### config.mk
export PLATFORM = sky130hd
export DESIGN_NAME = rptr_empty_flat
export DESIGN_NICKNAME = d
export VERILOG_FILES = /design/src/rtl/rptr_empty_if.sv /design/src/rtl/rptr_empty.sv /design/src/flat_wrapper.sv
export SDC_FILE = /design/constraint.sdc
export NUM_CORES = 1
export LEC_CHECK = 0
export ABC_AREA = 1
export ABC_CLOCK_PERIOD_IN_PS = 4300
export BUFFER_PORTS_ARGS = -buffer_cell sky130_fd_sc_hd__buf_4
export CORE_MARGIN = 3
export CORE_UTILIZATION = 56
export DETAILED_ROUTE_END_ITERATION = 6
export PLACE_DENSITY = 0.82
export SYNTH_ARGS = -nofsm -noshare
export SYNTH_HDL_FRONTEND = slang
export SYNTH_SLANG_ARGS = --single-unit
### constraint.sdc
create_clock -name rclk -period 4.3 [get_ports rclk]
set_clock_uncertainty 0.15 [all_clocks]
set_input_delay 0.645 -clock rclk [delete_from_list [all_inputs] [get_ports rclk]]
set_output_delay 0.645 -clock rclk [all_outputs]
set_load 0.03 [all_outputs]
### src/rtl/rptr_empty_if.sv
// rptr_empty_if: read-side FIFO pointer/status bus between the read
// controller (slave) and its consumer plus write-pointer synchronizer (master).
interface rptr_empty_if #(parameter int ASIZE = 4);
  logic             rinc;
  logic             rempty;
  logic             ralmost_empty;
  logic             runderflow;
  logic [ASIZE-1:0] raddr;
  logic [ASIZE:0]   rlevel;
  logic [ASIZE:0]   rptr;
  logic [ASIZE:0]   rq2_wptr;
  modport master(output rinc, rq2_wptr,
                 input rempty, ralmost_empty, runderflow, raddr, rlevel, rptr);
  modport slave(input rinc, rq2_wptr,
                output rempty, ralmost_empty, runderflow, raddr, rlevel, rptr);
endinterface

### src/rtl/rptr_empty.sv
// rptr_empty: read-domain pointer and empty/level/underflow status for an
// asynchronous FIFO; consumes the write pointer already synchronized to rclk.
module rptr_empty #(
  parameter int ASIZE     = 4,
  parameter int AE_THRESH = 2
) (
  input  logic       rclk,
  input  logic       rrst_n,
  rptr_empty_if.slave rif
);
  logic [ASIZE:0] rbin_q, rbin_d, rptr_q, rptr_d, rlevel_q, rlevel_d, wbin_s;
  logic           rempty_q, rempty_d, rae_q, rae_d, runder_q, runder_d;
  for (genvar i = 0; i <= ASIZE; i++) begin : g_g2b
    assign wbin_s[i] = ^rif.rq2_wptr[ASIZE:i];
  end
  // Empty and level both look at the next pointer so the last pop flags empty on its own edge.
  always_comb begin
    rbin_d   = rbin_q + (ASIZE+1)'(rif.rinc & ~rempty_q);
    rptr_d   = (rbin_d >> 1) ^ rbin_d;
    rempty_d = rptr_d == rif.rq2_wptr;
    rlevel_d = wbin_s - rbin_d;
    rae_d    = rlevel_d <= (ASIZE+1)'(AE_THRESH);
    runder_d = runder_q | (rif.rinc & rempty_q);
  end
  always_ff @(posedge rclk or negedge rrst_n)
    if (!rrst_n) begin
      rbin_q   <= '0;
      rptr_q   <= '0;
      rlevel_q <= '0;
      rempty_q <= 1'b1;
      rae_q    <= 1'b1;
      runder_q <= 1'b0;
    end else begin
      rbin_q   <= rbin_d;
      rptr_q   <= rptr_d;
      rlevel_q <= rlevel_d;
      rempty_q <= rempty_d;
      rae_q    <= rae_d;
      runder_q <= runder_d;
    end
  assign rif.raddr         = rbin_q[ASIZE-1:0];
  assign rif.rptr          = rptr_q;
  assign rif.rlevel        = rlevel_q;
  assign rif.rempty        = rempty_q;
  assign rif.ralmost_empty = rae_q;
  assign rif.runderflow    = runder_q;
endmodule

### src/flat_wrapper.sv
// flat-port wrapper written by rule: the top's interface ports become plain ports
module rptr_empty_flat 
#(
  parameter int ASIZE     = 4,
  parameter int AE_THRESH = 2
)
  (rclk, rrst_n, rif_rinc, rif_rq2_wptr, rif_rempty, rif_ralmost_empty, rif_runderflow, rif_raddr, rif_rlevel, rif_rptr);
  rptr_empty_if #(.ASIZE(ASIZE)) rif_i ();
  input  logic rclk;
  input  logic rrst_n;
  input wire logic [$bits(rif_i.rinc)-1:0] rif_rinc;
  input wire logic [$bits(rif_i.rq2_wptr)-1:0] rif_rq2_wptr;
  output wire logic [$bits(rif_i.rempty)-1:0] rif_rempty;
  output wire logic [$bits(rif_i.ralmost_empty)-1:0] rif_ralmost_empty;
  output wire logic [$bits(rif_i.runderflow)-1:0] rif_runderflow;
  output wire logic [$bits(rif_i.raddr)-1:0] rif_raddr;
  output wire logic [$bits(rif_i.rlevel)-1:0] rif_rlevel;
  output wire logic [$bits(rif_i.rptr)-1:0] rif_rptr;
  assign rif_i.rinc = rif_rinc;
  assign rif_i.rq2_wptr = rif_rq2_wptr;
  assign rif_rempty = rif_i.rempty;
  assign rif_ralmost_empty = rif_i.ralmost_empty;
  assign rif_runderflow = rif_i.runderflow;
  assign rif_raddr = rif_i.raddr;
  assign rif_rlevel = rif_i.rlevel;
  assign rif_rptr = rif_i.rptr;
  rptr_empty #(.ASIZE(ASIZE), .AE_THRESH(AE_THRESH)) u_core (.rclk(rclk), .rrst_n(rrst_n), .rif(rif_i));
endmodule
==> impl_metrics.ini <==
[status]
outcome = finished, final reports clean

[synth]
synth.distinct_cells = 22
seq_area_frac_synth = 0.410
synth_area_per_cell_um2 = 8.85
netlist.area_leader.share = 0.359
synth_largest_area_cell = dfrtp_1
synthesis.nets = 132
syn_area_um2 = 1040
synth-seq-cells = 17
ys_warn_count = 0
synth.top_cells.by_area = dfrtp_1 (36%), nand2_1 (12%), inv_1 (7.5%)
syn_inst = 118

[cts]
cts_buffers = 3
cts.sinks = 17
cts_hold_buf = 0
clk_latency_ns = 0.29
post_cts_buffers = 0
ctsResizeCount = 0
clockBufferDepth = 2
cts_tree = built
htreeDepth = 1
clk_pin_slew_ns = 0.10
cts-root-buf = clkbuf_4

[hold_path]
hold_path_class = input port to async pin

[setup_path]
reg2reg_slack_ns = 1.66
endpoint = u_core.rif.ralmost_empty
critPathLaunch = u_core.rif.rempty
cp-end-kind = register
r2r-end = u_core.rif.ralmost_empty
crit_path_start_kind = register
path_class = register to register
cp.arrival_ns = 2.72
rr_worst_depth = 14
required_ns = 4.38
crit_fanout = 4
timing.rr.start = u_core.rif.rempty

[die]
core_um2 = 1630
fp.dieW_um = 49.2
die_area_um2 = 2420
die_h_um = 49.2
num_rows = 14
start_util = 0.641
io_pins = 25

[timing]
hold_viol_final = 0
tightest_slew_ns = 0.324
min_period_ns = 2.64
finalSetupTns_ns = 0
finalMaxSlewViolations = 0
setup_violations = 0
fmax_ghz = 0.379
period_share = 0.614
maxSlewHeadroom = 0.784
rsz0062_at_grt = no

[detailed_routing]
post_drt_via_cell_ratio = 4.89
drc = 0
first_iter_violations = 23
post_drt_wl_per_cell_um = 11.1
antenna_left = 0
vias = 831
firstDrtPassIters = 4
routed_wl_mm = 1.89

[global_route]
grt_max_degree = 18
first_global_vias = 771
grt_overflow = 0
grt_pass1_wl_mm = 3.35
grtUsageTotal = 0.182
antenna_found_initial = 0

[placed_design]
gp_congestion = 0.836
portBuffers = 24
dp_hpwl_mm = 1.55

[run]
drv_cap = 0

[final_layout]
final_layout_size_suffix_gt1_frac = 0.295
antennaDiodeCount = 0
fin_nets = 161
final_common_cell = nand2_1
final_cell_mix = nand2_1 (34), buf_4 (24), inv_1 (21)
area_growth_pct = 22.8
[per-layer routing]
layer,global-route usage,part of all wire,vias to the layer above
li1,-,-,417
met1,0.212,0.40,380
met2,0.310,0.52,30
met3,0.0245,0.053,4
met4,0.114,0.024,0
met5,0,0,-
[cell families after synthesis]
family	share of synthesized area
and+or+nand+nor	0.248
buffers and inverters	0.0826
DFF	0.410
xor gates and xnor gates	0.168
adders and majority gates	0.0719
AOI/OAI and AO/OA	0.0204
[through the flow]
step / worst slack (ns) / util / instances / instance area [µm²] / hold WS (ns)
after floorplan: 1.70 / - / 118 / 1040 / 0.199
after global placement: 1.49 / 0.770 / 166 / 1250 / 0.296
after detailed placement: 1.41 / 0.770 / 166 / 1250 / 0.326
after CTS: 1.65 / 0.787 / 170 / 1280 / 0.0407
after global routing: 1.45 / 0.787 / 170 / 1280 / 0.0341
final: 1.66 / 0.787 / 170 / 1280 / 0.0411
[worst max-delay path, stage by stage, from the launching register on]
cell     delay, ns
dfstp_2       0.55
nor2_1        0.05
ha_1          0.22
ha_1          0.23
or2_4         0.27
nand2_4       0.10
inv_1         0.05
ha_1          0.32
inv_1         0.10
nor2_1        0.05
nand3_1       0.12
nand2_1       0.09
nand2_1       0.08
nand3_1       0.09
a21oi_2       0.13
[sequential cells by signal, indices dropped and copies added, names as in the netlist]
signal                    flops
u_core.rif.runderflow         1
u_core.rif.rptr               4
u_core.rif.rlevel             5
u_core.rbin_q                 5
u_core.rif.rempty             1
u_core.rif.ralmost_empty      1
[worst min-delay path by stage]
stage / startpoint / to / slack (ns)
floorplan: rrst_n / u_core.rbin_q[0] / 0.20
global placement: u_core.rif.runderflow / u_core.rif.runderflow / 0.30
finish: rrst_n / u_core.rif.rlevel[1] / 0.04
detailed placement: u_core.rif.runderflow / u_core.rif.runderflow / 0.33
global route: rrst_n / u_core.rbin_q[1] / 0.03
CTS: rrst_n / u_core.rif.rlevel[1] / 0.04
[cells in the mapped netlist, drive strengths merged]
cell and n:
ha 6, dfstp 2, xnor2 3, inv 23
nand3 13, nand2 36, dfrtp 15, nor3 1
nand4 2, a21oi 2, a21o 1, nor2 2
xor2 11, or2 1
[cell type report]
cell class | instances | area [µm²]
flip-flops and latches | 17 | 428
fillers | 114 | 347
inverters | 23 | 86.3
multi-input cells | 78 | 531
well taps | 24 | 30.0
repair buffers | 24 | 180
clock buffers | 3 | 22.5
clock inverters | 1 | 5.00
Power is not shown: default switching activity piles up to over one toggle a cycle in this logic, so the estimate is an artifact.
